--- src/rtl/pc_sequencer_if.sv ---
// Control and status bundle between the fetch-stage controller and pc_sequencer.
interface pc_sequencer_if #(
  parameter int unsigned WIDTH = 32
);
  // Next-PC controls
  logic             stall;
  logic             branch;
  logic [WIDTH-1:0] branch_target;
  logic             jump;
  logic [WIDTH-1:0] jump_target;
  logic             call;
  logic             ret;

  // Fetch address and status
  logic [WIDTH-1:0] pc_result;
  logic [WIDTH-1:0] pc_plus;
  logic             ras_empty;
  logic             ras_full;
  logic             misaligned;

  // Controller side: drives controls, observes fetch address and status.
  modport master (
    output stall, branch, branch_target, jump, jump_target, call, ret,
    input  pc_result, pc_plus, ras_empty, ras_full, misaligned
  );

  // Sequencer side.
  modport slave (
    input  stall, branch, branch_target, jump, jump_target, call, ret,
    output pc_result, pc_plus, ras_empty, ras_full, misaligned
  );
endinterface

--- src/rtl/pc_sequencer.sv ---
// Program-counter sequencer for the instruction-fetch stage: sequential, branch,
// jump, call/return via a circular return-address stack, stall and misalign flag.
module pc_sequencer #(
  parameter int unsigned WIDTH        = 32,
  parameter int unsigned INC          = 4,
  parameter int unsigned RESET_VECTOR = 0,
  parameter int unsigned RAS_DEPTH    = 4
) (
  input  logic         clk_i,
  input  logic         reset_i,
  pc_sequencer_if.slave bus
);

  localparam int unsigned PtrW = $clog2(RAS_DEPTH);
  localparam int unsigned CntW = $clog2(RAS_DEPTH + 1);

  logic [WIDTH-1:0] pc_q, pc_d;
  logic [WIDTH-1:0] ras_q [RAS_DEPTH];
  // ptr_q is the next slot to write; the top of stack sits one below it.
  logic [PtrW-1:0]  ptr_q, ptr_d;
  logic [CntW-1:0]  count_q, count_d;
  logic             mis_q, mis_d;

  logic [WIDTH-1:0] pc_plus;
  logic [WIDTH-1:0] sel;
  logic [PtrW-1:0]  top_idx;
  logic             push, pop, take_target;
  logic             push_en;

  assign pc_plus  = pc_q + WIDTH'(INC);
  assign top_idx  = ptr_q - PtrW'(1);
  assign push_en  = push && !bus.stall;

  // Next-PC source selection by priority: return, call, jump, branch, sequential.
  always_comb begin
    sel         = pc_plus;
    push        = 1'b0;
    pop         = 1'b0;
    take_target = 1'b0;
    if (bus.ret) begin
      take_target = 1'b1;
      if (count_q != '0) begin
        sel = ras_q[top_idx];
        pop = 1'b1;
      end else begin
        sel = bus.jump_target;
      end
    end else if (bus.call) begin
      take_target = 1'b1;
      sel         = bus.jump_target;
      push        = 1'b1;
    end else if (bus.jump) begin
      take_target = 1'b1;
      sel         = bus.jump_target;
    end else if (bus.branch) begin
      take_target = 1'b1;
      sel         = bus.branch_target;
    end
  end

  // Next-state for PC, stack pointer, count and sticky misalign flag.
  always_comb begin
    pc_d    = pc_q;
    ptr_d   = ptr_q;
    count_d = count_q;
    mis_d   = mis_q;
    if (!bus.stall) begin
      pc_d  = {sel[WIDTH-1:2], 2'b00};
      mis_d = mis_q | (take_target && (sel[1:0] != 2'b00));
      if (push) begin
        ptr_d = ptr_q + PtrW'(1);
        // Saturate: a push when full overwrites the oldest slot.
        if (count_q != CntW'(RAS_DEPTH)) begin
          count_d = count_q + CntW'(1);
        end
      end else if (pop) begin
        ptr_d   = top_idx;
        count_d = count_q - CntW'(1);
      end
    end
  end

  // Control state registers with synchronous reset.
  always_ff @(posedge clk_i) begin
    if (reset_i) begin
      pc_q    <= WIDTH'(RESET_VECTOR);
      ptr_q   <= '0;
      count_q <= '0;
      mis_q   <= 1'b0;
    end else begin
      pc_q    <= pc_d;
      ptr_q   <= ptr_d;
      count_q <= count_d;
      mis_q   <= mis_d;
    end
  end

  // Stack storage; contents are don't-care after reset, so it is not cleared.
  always_ff @(posedge clk_i) begin
    if (!reset_i && push_en) begin
      ras_q[ptr_q] <= pc_plus;
    end
  end

  assign bus.pc_result  = pc_q;
  assign bus.pc_plus    = pc_plus;
  assign bus.ras_empty  = (count_q == '0);
  assign bus.ras_full   = (count_q == CntW'(RAS_DEPTH));
  assign bus.misaligned = mis_q;

endmodule

--- src/flat_wrapper.sv ---
// flat-port wrapper written by rule: the top's interface ports become plain ports
module pc_sequencer_flat 
#(
  parameter int unsigned WIDTH        = 32,
  parameter int unsigned INC          = 4,
  parameter int unsigned RESET_VECTOR = 0,
  parameter int unsigned RAS_DEPTH    = 4
)
  (clk_i, reset_i, bus_stall, bus_branch, bus_branch_target, bus_jump, bus_jump_target, bus_call, bus_ret, bus_pc_result, bus_pc_plus, bus_ras_empty, bus_ras_full, bus_misaligned);
  pc_sequencer_if #(.WIDTH(WIDTH)) bus_i ();
  input  logic clk_i;
  input  logic reset_i;
  input wire logic [$bits(bus_i.stall)-1:0] bus_stall;
  input wire logic [$bits(bus_i.branch)-1:0] bus_branch;
  input wire logic [$bits(bus_i.branch_target)-1:0] bus_branch_target;
  input wire logic [$bits(bus_i.jump)-1:0] bus_jump;
  input wire logic [$bits(bus_i.jump_target)-1:0] bus_jump_target;
  input wire logic [$bits(bus_i.call)-1:0] bus_call;
  input wire logic [$bits(bus_i.ret)-1:0] bus_ret;
  output wire logic [$bits(bus_i.pc_result)-1:0] bus_pc_result;
  output wire logic [$bits(bus_i.pc_plus)-1:0] bus_pc_plus;
  output wire logic [$bits(bus_i.ras_empty)-1:0] bus_ras_empty;
  output wire logic [$bits(bus_i.ras_full)-1:0] bus_ras_full;
  output wire logic [$bits(bus_i.misaligned)-1:0] bus_misaligned;
  assign bus_i.stall = bus_stall;
  assign bus_i.branch = bus_branch;
  assign bus_i.branch_target = bus_branch_target;
  assign bus_i.jump = bus_jump;
  assign bus_i.jump_target = bus_jump_target;
  assign bus_i.call = bus_call;
  assign bus_i.ret = bus_ret;
  assign bus_pc_result = bus_i.pc_result;
  assign bus_pc_plus = bus_i.pc_plus;
  assign bus_ras_empty = bus_i.ras_empty;
  assign bus_ras_full = bus_i.ras_full;
  assign bus_misaligned = bus_i.misaligned;
  pc_sequencer #(.WIDTH(WIDTH), .INC(INC), .RESET_VECTOR(RESET_VECTOR), .RAS_DEPTH(RAS_DEPTH)) u_core (.clk_i(clk_i), .reset_i(reset_i), .bus(bus_i));
endmodule
--- config.mk ---
export PLATFORM = sky130hd
export DESIGN_NAME = pc_sequencer_flat
export DESIGN_NICKNAME = d
export VERILOG_FILES = /design/src/rtl/pc_sequencer_if.sv /design/src/rtl/pc_sequencer.sv /design/src/flat_wrapper.sv
export SDC_FILE = /design/constraint.sdc
export NUM_CORES = 1
export LEC_CHECK = 0
export CAP_MARGIN = 20
export CORE_MARGIN = 1.5
export CORE_UTILIZATION = 29
export CTS_CLUSTER_SIZE = 40
export DETAILED_ROUTE_END_ITERATION = 8
export REMOVE_ABC_BUFFERS = 1
export SYNTH_ARGS = -nofsm -noshare
export SYNTH_HDL_FRONTEND = slang
export SYNTH_SLANG_ARGS = --single-unit
--- constraint.sdc ---
create_clock -name clk_i -period 3.3 [get_ports clk_i]
set_input_delay 0.66 -clock clk_i [delete_from_list [all_inputs] [get_ports clk_i]]
set_output_delay 0.66 -clock clk_i [all_outputs]
set_load 0.005 [all_outputs]
* Word level (Yosys, flattened, before mapping)
Memory sizes are Yosys's and may differ from the RTL's.
Index checks and enable logic that the tools add are counted.
** Word-level totals
- Bits in registers :: 36
- Memory bits (writable) :: 128
- Input bits :: 71
- Output and inout port bits :: 67
- Logic and storage cells :: 46
- Memories :: 1
** Memory list
- u_core.ras_q :: depth 4, bits a word 32, rd ports 1, clocked after memory_dff 0, wr ports 1, line pc_sequencer.sv:18 : logic [WIDTH-1:0] ras_q [RAS_DEPTH];
** Operators by class
- $add $sub $neg :: 5
- Equality and inequality tests :: 3
- Muxes and demuxes :: 20
- Bitwise logic cells :: 2
- Reductions and logical operators :: 11
** Operators by type and width (count)
- 32-bit 2-to-1 mux :: 5
- 32-bit by 3-bit adder with 32-bit output (second input constant) :: 1
- 1-bit 2-to-1 mux :: 10
- 3-bit 2-to-1 mux :: 3
- 2-bit 2-to-1 mux :: 2
- 2-bit nonzero test :: 2
- 3-bit by 1-bit adder with 3-bit output (second input constant) :: 1
- 3-bit == test (second input constant) :: 1
- 1-bit logical AND :: 3
- 3-bit logical NOT :: 1
- 3-bit != test (second input constant) :: 1
- 3-bit AND reduction :: 1
- 3-bit nonzero test :: 1
- 3-bit by 1-bit subtractor with 3-bit output (second input constant) :: 1
- 2-bit by 1-bit adder with 2-bit output (second input constant) :: 1
- 1-bit logical NOT :: 2
- 2-bit != test (second input constant) :: 1
- 2-bit AND reduction :: 1
- 2-bit by 1-bit subtractor with 2-bit output (second input constant) :: 1
- 1-bit NOT :: 1
- 1-bit OR :: 1

* Depth between registers and ports, before layout
Gate-level depths: netlist of run 1.
- Depth after elaboration :: 8
- Mapped depth :: 11
- Mapped depth without buffers :: 7

* Worst setup path after synthesis of run 1
Ideal clock, no wire load.
- Kind :: register -> register
- Start point :: register u_core.ptr_q[0]
- End point :: register u_core.pc_q[19], in the netlist u_core.bus.pc_result[19]
- Setup time :: 0.132 ns
- Arrival :: 2.794 ns
- Data required time :: 3.168 ns
- Slack :: 0.374 ns
- Cell stages (with the launch flop) :: 12
- Period minus slack after synthesis :: 2.926 ns
- Cells stage by stage :: dfxtp_1 > clkbuf_1 > buf_1 > inv_1 > ha_1 > clkbuf_1 > clkbuf_1 > mux4_2 > nand2_1 > a21oi_1 > a221oi_1 > o21ai_1
** Between the ends
- Word-level cells in the longest chain between the ends :: 4
** RTL lines
- start: declaration :: line pc_sequencer.sv:20 : logic [PtrW-1:0] ptr_q, ptr_d;
- start signal: assignment :: line pc_sequencer.sv:92 : ptr_q <= ptr_d;
- 2-bit by 1-bit subtractor with 2-bit output :: line pc_sequencer.sv:31 : assign top_idx = ptr_q - PtrW'(1);
- memory read 4 x 32 bit
- 32-bit 2-to-1 mux :: line pc_sequencer.sv:42 : if (count_q != '0) begin
- 32-bit 2-to-1 mux :: line pc_sequencer.sv:40 : if (bus.ret) begin
- end signal: assignment :: line pc_sequencer.sv:86 : pc_q <= WIDTH'(RESET_VECTOR);
- end signal: assignment :: line pc_sequencer.sv:91 : pc_q <= pc_d;
- end: declaration :: line pc_sequencer.sv:17 : logic [WIDTH-1:0] pc_q, pc_d;
Every way passes these cells.
A chain may end at the register's enable or synchronous reset.

* Final worst setup path of run 1
- Start point :: register u_core.pc_q[2], in the netlist u_core.bus.pc_result[2]
- End point :: output bus_pc_plus[22]
** Between the ends
- Word-level cells in the longest chain between the ends :: 1
** RTL lines
- 32-bit by 3-bit adder with 32-bit output :: line pc_sequencer.sv:30 : assign pc_plus = pc_q + WIDTH'(INC);
- end: declaration :: line flat_wrapper.sv:21 : output wire logic [$bits(bus_i.pc_plus)-1:0] bus_pc_plus;
Every way passes these cells.

==> results of run 1 <==
-- worst reg2reg max path, delay by kind of cell (launching register included) --
family                     cells  cell delay (ps)
buffers and inverters          2              280
DFF                            1              340
and+or+nand+nor                3             1080
AOI/OAI and AO/OA              2              590
adders and majority gates      1              150
-- kinds of logic after synthesis --
group           Yosys count
flops                   156
compound gates          154
fa+ha+maj                 6
buf+inv                  69
mux                      36
simple gates            216
other cells               1
xor+xnor                 26
-- power by group --
group / leakage (nW) / internal, W / total [W] / switching, W
sequential: 1.40 / 0.00221 / 0.00226 / 0.0000505
combinational: 2.24 / 0.000625 / 0.00131 / 0.000687
clock: 0.276 / 0.00107 / 0.00192 / 0.000852
-- registers in the layout (all words and copies together), names as in the netlist --
signal and count:
u_core.ptr_q 2, u_core.bus.misaligned 1, u_core.ras_q 120, u_core.count_q 3, u_core.bus.pc_result 30
-- stage by stage --
stage                     worst slack [ps]  TNS [ps]  hold slack (ps)  cell area, sq um
after global placement               145.2         0            462.0              9901
after CTS                            2.210         0            480.2             10720
after detailed placement             116.2         0            464.4              9901
final                                58.99         0            477.9             10880
after global routing                -92.12    -216.7            510.1             10880
after floorplan                     -263.2     -5526            464.2              7556
-- final timing paths --
check | startpoint | endpoint | slack (ps)
min | u_core.bus.misaligned | u_core.bus.misaligned | 480
max reg2reg | u_core.bus.pc_result[2] | u_core.bus.pc_result[18] | 780
max | u_core.bus.pc_result[2] | bus_pc_plus[22] | 60
min reg2reg | u_core.bus.misaligned | u_core.bus.misaligned | 480
-- repair_timing --
| item | 4_1_cts | 5_1_grt |
|---|---|---|
| resized for setup | 45 | 17 |
| pin swaps | 14 | 13 |
| setup endpoints to repair | 17 | 14 |
| buffers inserted | 10 | 13 |
| hold buffers | 0 | 0 |
| hold endpoints to repair | 0 | 0 |
-- routing by layer --
| layer | vias up | part of all wire | global-route usage |
|---|---|---|---|
| li1 | 2969 | - | - |
| met1 | 3245 | 0.44 | 0.2648 |
| met2 | 292 | 0.47 | 0.3073 |
| met3 | 29 | 0.074 | 0.03470 |
| met4 | 0 | 0.018 | 0.05099 |
| met5 | - | 0 | 0 |
-- cell usage in the layout (no fill, tap or decap), types with 5 or more instances in the layout --
| master | count |
|---|---|
| a221oi_1 | 8 |
| xnor2_2 | 7 |
| o21ai_0 | 32 |
| nor2_1 | 39 |
| inv_1 | 17 |
| o211ai_1 | 10 |
| and3_1 | 15 |
| nor3_1 | 18 |
| xnor2_1 | 11 |
| a211o_1 | 7 |
| nand3_1 | 17 |
| a21oi_1 | 34 |
| or3_1 | 11 |
| mux4_2 | 30 |
| mux2i_1 | 6 |
| a21o_1 | 5 |
| a211oi_1 | 11 |
| dfxtp_2 | 8 |
| clkdlybuf4s50_1 | 126 |
| edfxtp_1 | 120 |
| xor2_1 | 5 |
| dfxtp_1 | 27 |
| nand2_1 | 64 |
| a31oi_1 | 11 |
| buf_6 | 5 |
| nor4_1 | 8 |
| buf_4 | 91 |
| nand4_1 | 7 |
| clkbuf_16 | 17 |
-- cell type report --
type / count / area [sq um] / area share
repair buffers: 231 / 2098 / 0.1929
clock inverters: 14 / 135.1 / 0.01242
inverters: 17 / 63.81 / 0.005866
multi-input cells: 442 / 3385 / 0.3111
clock buffers: 18 / 439.2 / 0.04037
well taps: 335 / 419.2 / 0.03853
flip-flops and latches: 156 / 4338 / 0.3988
==> flow_metrics.env, run 1 <==
export IMPL_status="finished, violations left"
export IMPL_violations="design-rule violations"
export IMPL_cts_htree_levels=4
export IMPL_worstSetupPathType="reg2out"
export IMPL_grt_pass1_wl_mm=39.54
export IMPL_drive_gt1_frac=0.2358
export IMPL_power_density_nw_per_um2=505.3
export IMPL_cts_num_sinks=156
export IMPL_grt_max_degree=63
export IMPL_slew_viol_final=0
export IMPL_layout_cells_non_filler=1213
export IMPL_pin_count=138
export IMPL_yosys_area_share_adder=0.01064
export IMPL_setup_viol=0
export IMPL_wl_mm=26.41
export IMPL_reg2reg_depth=8
export IMPL_initial_core_util=0.2969
export IMPL_hp_class="reg2reg"
export IMPL_synth_seq_cells=156
export IMPL_syn_area_sq_um=7760
export IMPL_synth_top_area_frac=0.4644
export IMPL_cts_root_buf="clkbuf_16"
export IMPL_cts_clk_slew_worst_paths_ps=70
export IMPL_clk_latency_ps=430
export IMPL_crit_cells=9
export IMPL_synth_top_cell_by_area="edfxtp_1"
export IMPL_finalPower_w=0.005496
export IMPL_fmax_mhz=308.5
export IMPL_hpwl_mm=18.24
export IMPL_arrival_ps=2580
export IMPL_antenna_found_initial=0
export IMPL_cp_top_family="buffers and inverters"
export IMPL_fp_coreArea_sq_um=26130
export IMPL_dp_cells=1159
export IMPL_ys_warn_count=0
export IMPL_slew_headroom=0.5096
export IMPL_avgSynthCellArea_sq_um=11.69
export IMPL_synthXorXnorAreaFrac=0.02935
export IMPL_ys_flop_type="edfxtp_1"
export IMPL_post_synth_top_count_cell="edfxtp_1"
export IMPL_drc=9
export IMPL_synth_top_family_by_area="simple AND/OR/NAND/NOR gates"
export IMPL_final_nets=942
export IMPL_gp_congestion=0.8828
export IMPL_crit_required_ps=2640
export IMPL_end_kind="output pin"
export IMPL_grt_setup_unrepaired="yes"
export IMPL_fillers=2480
export IMPL_cp_start_kind="flop"
export IMPL_syn_to_final_growth_pct=40.18
export IMPL_grt_overflow=0
export IMPL_worst_path_buf_inv=4
export IMPL_vias=6535
export IMPL_worst_path_max_delay_cell="clkdlybuf4s50_1"
export IMPL_ys_top_cells_by_count="120 x edfxtp_1, 66 x nand2_1, 43 x clkbuf_1"
export IMPL_dieArea_sq_um=27750
export IMPL_cts_buffers=17
export IMPL_diodes=0
export IMPL_drt_pass1_iter_count=8
export IMPL_ys_seq_area_frac=0.5572
export IMPL_cp_max_fo=8
export IMPL_power_leakage_nw=3.921
export IMPL_post_drt_wl_per_cell_um=21.77
export IMPL_async_flop_share=0
export IMPL_synth_edf_count=120
export IMPL_crit_top_cell="buf_4"
export IMPL_cp_slowest_stage_delay_ps=530
export IMPL_synth_compound_area_frac=0.1321
export IMPL_vdd_drop_max_uv=375.6
export IMPL_synth_simple_gate_area_share=0.1395
export IMPL_die_x_um=166.6
export IMPL_utilization=0.4163
export IMPL_worstHoldPathCells=1
export IMPL_cp_cell_sequence="buf_6 -> ha_4 -> nand3_2 -> buf_4 -> nor4_2 -> buf_4 -> nand3_1 -> xnor2_2 -> clkdlybuf4s50_1"
export IMPL_hold_viol_final=0
export IMPL_layout_min_cycle_time_ps=3241
export IMPL_tritoncts="done"
export IMPL_netlist_instances=664
export IMPL_core_rowCount=59
export IMPL_grt_pass1_vias=6362
export IMPL_numPortBuffers=133
export IMPL_drv_cap=0
export IMPL_tightest_slew_ps=735.6
export IMPL_antenna_left=0
export IMPL_track_usage=0.1909
export IMPL_synth_area_mux_share=0.09481
export IMPL_die_h_um=166.6
export IMPL_period_share=0.9821
export IMPL_cts_buffer_depth=2
export IMPL_drt_iter0_drc=613
export IMPL_clock_skew_ps=6.967
export IMPL_yosys_top_cells_area="edfxtp_1 46%, dfxtp_1 9.3%, mux4_2 8.7%"
export IMPL_ys_types=60
export IMPL_via_per_inst=5.387
(Power assumes the default switching activity.)
==> run 2, diff against run 1 <==
==> constraint.sdc (replaced) <==
create_clock -name clk_i -period 3.4 [get_ports clk_i]
set_input_delay 0.68 -clock clk_i [delete_from_list [all_inputs] [get_ports clk_i]]
set_output_delay 0.68 -clock clk_i [all_outputs]
set_load 0.005 [all_outputs]
==> run 2 against run 1 <==
- the flow still finishes with violations (design-rule violations)
- clock skew grew 4.3 ps
- worst setup slack worse by 54 ps
- design area down 2.2%
- first-iteration DRC count grew 8.6%
- sequential share of layout area up 0.92 points
- global-route usage is 0.58 points lower
- flip-flop and latch count stayed put
- non-clock buffer count shrank 21
- power fell by 3.0%
- sequential power is 3% lower
- critical path depth decreased by 2
- final cell count shrank 1.7%
- largest cell class unchanged
==> flow_metrics.env, run 2 (synthesis results as in run 1) <==
export IMPL_status="finished, violations left"
export IMPL_violations="design-rule violations"
export IMPL_final_nets=921
export IMPL_end_kind="output pin"
export IMPL_cts_htree_levels=4
export IMPL_finalPower_w=0.005333
export IMPL_vdd_drop_max_uv=377.6
export IMPL_vias=6385
export IMPL_holdWs_ps=492.0
export IMPL_wl_mm=25.59
export IMPL_power_density_nw_per_um2=501.3
export IMPL_cts_num_sinks=156
export IMPL_crit_required_ps=2720
export IMPL_fp_coreArea_sq_um=26130
export IMPL_die_x_um=166.6
export IMPL_arrival_ps=2720
export IMPL_core_rowCount=59
export IMPL_fillers=2531
export IMPL_clk_latency_ps=440
export IMPL_dp_cells=1151
export IMPL_regArea_sq_um=4340
export IMPL_cts_buffer_depth=2
export IMPL_power_leakage_nw=3.752
export IMPL_multi_input_comb_area_sq_um=3293
export IMPL_drv_cap=0
export IMPL_initial_core_util=0.2969
export IMPL_largest_reg_flops=120
export IMPL_track_usage=0.1851
export IMPL_cts_root_buf="clkbuf_16"
export IMPL_period_share=0.9986
export IMPL_tightest_slew_ps=724.2
export IMPL_final_common_cell="clkdlybuf4s50_1"
export IMPL_layout_min_cycle_time_ps=3395
export IMPL_grt_setup_unrepaired="yes"
export IMPL_drt_iter0_drc=666
export IMPL_hp_class="reg2reg"
export IMPL_post_drt_wl_per_cell_um=21.47
export IMPL_cts_buffers=17
export IMPL_die_h_um=166.6
export IMPL_layout_cells_non_filler=1192
export IMPL_clock_skew_ps=11.27
export IMPL_antenna_left=0
export IMPL_fmax_mhz=294.5
export IMPL_gp_congestion=0.8439
export IMPL_setup_viol=0
export IMPL_syn_to_final_growth_pct=37.10
export IMPL_slew_headroom=0.5172
export IMPL_cp_max_fo=7
export IMPL_numPortBuffers=133
export IMPL_antenna_found_initial=1
export IMPL_drive_gt1_frac=0.2065
export IMPL_grt_pass1_wl_mm=38.28
export IMPL_drt_pass1_iter_count=8
export IMPL_most_common_layout_cells="127 x clkdlybuf4s50_1, 120 x edfxtp_1, 73 x buf_4"
export IMPL_hpwl_mm=18.12
export IMPL_drc=9
export IMPL_regMostFlops="u_core.ras_q"
export IMPL_dieArea_sq_um=27750
export IMPL_grt_overflow=0
export IMPL_grt_pass1_vias=6242
export IMPL_tritoncts="done"
export IMPL_cts_clk_slew_worst_paths_ps=70
export IMPL_via_per_inst=5.357
export IMPL_pin_count=138
export IMPL_slew_viol_final=0
export IMPL_hold_viol_final=0
export IMPL_grt_max_degree=34
export IMPL_diodes=0
export IMPL_worstSetupPathType="reg2out"
export IMPL_cp_start_kind="flop"
## run 2: changes by cell type in the layout (fill, tap and decap cells not counted), moves of 3 or more
| cell | previous run | this run |
|---|---|---|
| buf_4 | 91 | 73 |
| xnor2_2 | 7 | 3 |
| xnor2_1 | 11 | 16 |
| buf_6 | 5 | 2 |
## run 2: per-layer routing
metal | vias to the layer above | track usage | part of all wire
met2 | 267 | 0.2890 | 0.46
met1 | 3164 | 0.2536 | 0.44
met3 | 44 | 0.03636 | 0.079
li1 | 2910 | - | -
met4 | 0 | 0.07233 | 0.026
met5 | - | 0 | 0
## run 2: path summary, 6_finish.rpt
check	depth (start not counted)	slack (ps)	to	startpoint
worst min register to register	1	490	u_core.bus.misaligned	u_core.bus.misaligned
worst max-delay path	7	5	bus_pc_plus[26]	u_core.bus.pc_result[2]
worst max register to register	8	730	u_core.bus.pc_result[19]	u_core.ptr_q[1]
worst min-delay path	1	490	u_core.bus.misaligned	u_core.bus.misaligned
## run 2: stage by stage
step	setup TNS, ps	util	worst slack (ps)	cell area (sq um)
final	0	0.4071	4.864	10640
after global routing	-221.6	0.4071	-63.22	10640
after CTS	0	0.4045	0.5389	10570
after global placement	0	0.3766	145.6	9841
after floorplan	-2564	-	-163.2	7556
after detailed placement	0	0.3766	70.74	9841
## run 2: critical path: stages (launching register included)
cell and delay (ps):
dfxtp_2 340, buf_6 120, ha_4 140, nand3_2 90, or4_4 610, nor3_1 260
or2_4 200, clkdlybuf4s50_1 510
## run 2: power breakdown
| part | total, W | switching, W | internal, W | leakage (nW) |
|---|---|---|---|---|
| clock network | 0.00192 | 0.000830 | 0.00109 | 0.288 |
| registers | 0.00220 | 0.0000560 | 0.00215 | 1.40 |
| logic | 0.00121 | 0.000639 | 0.000569 | 2.06 |
## run 2: layout make-up
cell class	count	share of cell area
inverters	17	0.005998
well taps	335	0.03940
repair buffers	210	0.1818
clock buffers	17	0.03999
flip-flops and latches	156	0.4080
clock inverters	15	0.01529
multi-input cells	442	0.3095
## run 2: repair_timing
action	4_1_cts	5_1_grt
pin swaps	8	6
hold buffers	0	0
endpoints found under the setup margin	10	9
buffers inserted	7	2
hold endpoints to repair	0	0
gates resized for setup	28	12
==> run 3, diff against run 2 <==
--- a/config.mk
+++ b/config.mk
@@ -6,7 +6,6 @@
 export NUM_CORES = 1
 export LEC_CHECK = 0
 export CAP_MARGIN = 20
-export CORE_MARGIN = 1.5
 export CORE_UTILIZATION = 29
 export CTS_CLUSTER_SIZE = 40
 export DETAILED_ROUTE_END_ITERATION = 8
==> run 3 against run 2 <==
- maximum frequency increased by 0.63%
- core utilization grew 0.49 points
- sequential power is essentially flat
- power grew 2.5%
- the flow still finishes with violations (design-rule violations)
- global-route usage up 0.83 points
- register-to-register slack gained 250 ps
- final cell count is 0.42% higher
- hold slack worse by 7.7 ps
- sequential share of layout area shrank 0.50 points
==> flow_metrics.env, run 3 (synthesis results as in run 1) <==
export IMPL_cts_num_sinks=156
export IMPL_grt_setup_unrepaired="yes"
export IMPL_core_rowCount=59
export IMPL_die_h_um=165.6
export IMPL_regArea_sq_um=4339
export IMPL_cts_buffers=17
export IMPL_largest_reg_flops=120
export IMPL_power_switching_w=0.001446
export IMPL_cp_start_kind="flop"
export IMPL_fillers=2490
export IMPL_tightest_slew_ps=711.6
export IMPL_grt_pass1_wl_mm=38.47
export IMPL_utilization=0.4120
export IMPL_antenna_found_initial=0
export IMPL_finalPower_w=0.005464
export IMPL_crit_required_ps=2720
export IMPL_vias=6359
export IMPL_initial_core_util=0.2969
export IMPL_track_usage=0.1935
export IMPL_drv_cap=0
export IMPL_power_leakage_nw=3.872
export IMPL_drt_pass1_iter_count=7
export IMPL_sw_frac_of_total=0.2646
export IMPL_dieArea_sq_um=27420
export IMPL_via_per_inst=5.312
export IMPL_status="finished, violations left"
export IMPL_final_area_sq_um=10770
export IMPL_period_share=0.9923
export IMPL_cp_max_fo=7
export IMPL_hp_start="u_core.bus.misaligned"
export IMPL_pwr_share_clk=0.375
export IMPL_tritoncts="done"
export IMPL_dpl_instance_area_sq_um=9823
export IMPL_grt_pass1_vias=6258
export IMPL_holdWs_ps=484.3
export IMPL_setup_viol=0
export IMPL_numPortBuffers=133
export IMPL_worst_hold_path_endpoint="u_core.bus.misaligned"
export IMPL_clock_skew_ps=11.08
export IMPL_final_nets=926
export IMPL_r2r_setup_slack_ps=980
export IMPL_hp_class="reg2reg"
export IMPL_reg2reg_depth=8
export IMPL_wl_mm=25.82
export IMPL_final_common_cell="clkdlybuf4s50_1"
export IMPL_drt_iter0_drc=626
export IMPL_worstHoldPathCells=1
export IMPL_layout_min_cycle_time_ps=3374
export IMPL_cts_clk_slew_worst_paths_ps=60
export IMPL_fmax_mhz=296.4
export IMPL_cts_htree_levels=4
export IMPL_slew_headroom=0.5256
export IMPL_gp_congestion=0.8187
export IMPL_drive_gt1_frac=0.2158
export IMPL_power_density_nw_per_um2=507.5
export IMPL_most_common_layout_cells="126 x clkdlybuf4s50_1, 120 x edfxtp_1, 79 x buf_4"
export IMPL_grt_overflow=0
export IMPL_slew_viol_final=0
export IMPL_rr_endpoint="u_core.bus.pc_result[19]"
export IMPL_cts_buffer_depth=2
export IMPL_vdd_drop_max_uv=409.5
export IMPL_cts_root_buf="clkbuf_16"
export IMPL_worstSetupPathType="reg2out"
export IMPL_antenna_left=0
export IMPL_diodes=0
export IMPL_hold_viol_final=0
export IMPL_combPwrFrac=0.221
export IMPL_multi_input_comb_area_sq_um=3338
export IMPL_drc=16
export IMPL_syn_to_final_growth_pct=38.75
export IMPL_arrival_ps=2690
export IMPL_hpwl_mm=18.37
export IMPL_grt_max_degree=34
export IMPL_power_internal_w=0.004018
export IMPL_fp_coreArea_sq_um=26130
export IMPL_die_x_um=165.6
export IMPL_post_drt_wl_per_cell_um=21.57
export IMPL_rr_startpoint="u_core.ptr_q[1]"
export IMPL_seq_power_share=0.404
export IMPL_end_kind="output pin"
export IMPL_pin_count=138
export IMPL_regMostFlops="u_core.ras_q"
export IMPL_violations="design-rule violations"
export IMPL_clk_latency_ps=430
==> run 3: routing by layer <==
layer,track usage,part of all wire
met5,0,0
met4,0.05289,0.015
met3,0.03322,0.069
met2,0.3068,0.47
met1,0.2711,0.45
==> run 3: worst max path at each step <==
stage                                     endpoint  slack [ps]  cells past startpoint                startpoint
after detailed placement           bus_pc_plus[29]         180                      6   u_core.bus.pc_result[4]
final                              bus_pc_plus[15]          30                      6   u_core.bus.pc_result[6]
after global routing               bus_pc_plus[15]          -7                      6   u_core.bus.pc_result[6]
after floorplan           u_core.bus.pc_result[19]        -160                      7           u_core.ptr_q[0]
after CTS                          bus_pc_plus[29]         -50                      6  u_core.bus.pc_result[13]
after global placement             bus_pc_plus[29]         200                      6  u_core.bus.pc_result[13]
==> run 3: layout make-up <==
cell class,instances,share of cell area
inverter,17,0.005927
sequential,156,0.4030
multi-input combinational,442,0.3101
clock buffer,23,0.04834
timing repair buffer,215,0.1818
clock inverter,9,0.01197
tap,335,0.03893
==> run 3: repair_timing <==
| item | in CTS | in global routing |
|---|---|---|
| pin swaps | 9 | 8 |
| setup endpoints to repair | 14 | 16 |
| gates resized for setup | 29 | 18 |
| buffers inserted | 7 | 6 |
| hold buffers | 0 | 0 |
==> run 3: per-stage QoR <==
step,setup TNS [ps],std cells,setup WS [ps]
after detailed placement,0,1152,184.8
after floorplan,-2564,615,-163.2
after global routing,-13.34,1197,-6.772
after global placement,0,1152,198.8
final,0,1197,26.13
after CTS,-111.9,1191,-53.42
==> run 3: worst max-delay path, cell delays in order (launching register included) <==
cell             delay, ps
dfxtp_1                330
nand4_1                160
buf_6                  180
buf_4                  150
nor4_1                 360
xor2_1                 480
clkdlybuf4s50_1        610
==> run 3: power groups by stage <==
stage                     clock network [W]  registers (W)  logic (W)
after floorplan                           0        0.00228   0.000531
after global placement                    0        0.00224    0.00118
after detailed placement                  0        0.00224    0.00119
after CTS                           0.00207        0.00220    0.00121
after global routing                0.00215        0.00221    0.00131
final                               0.00205        0.00221    0.00121
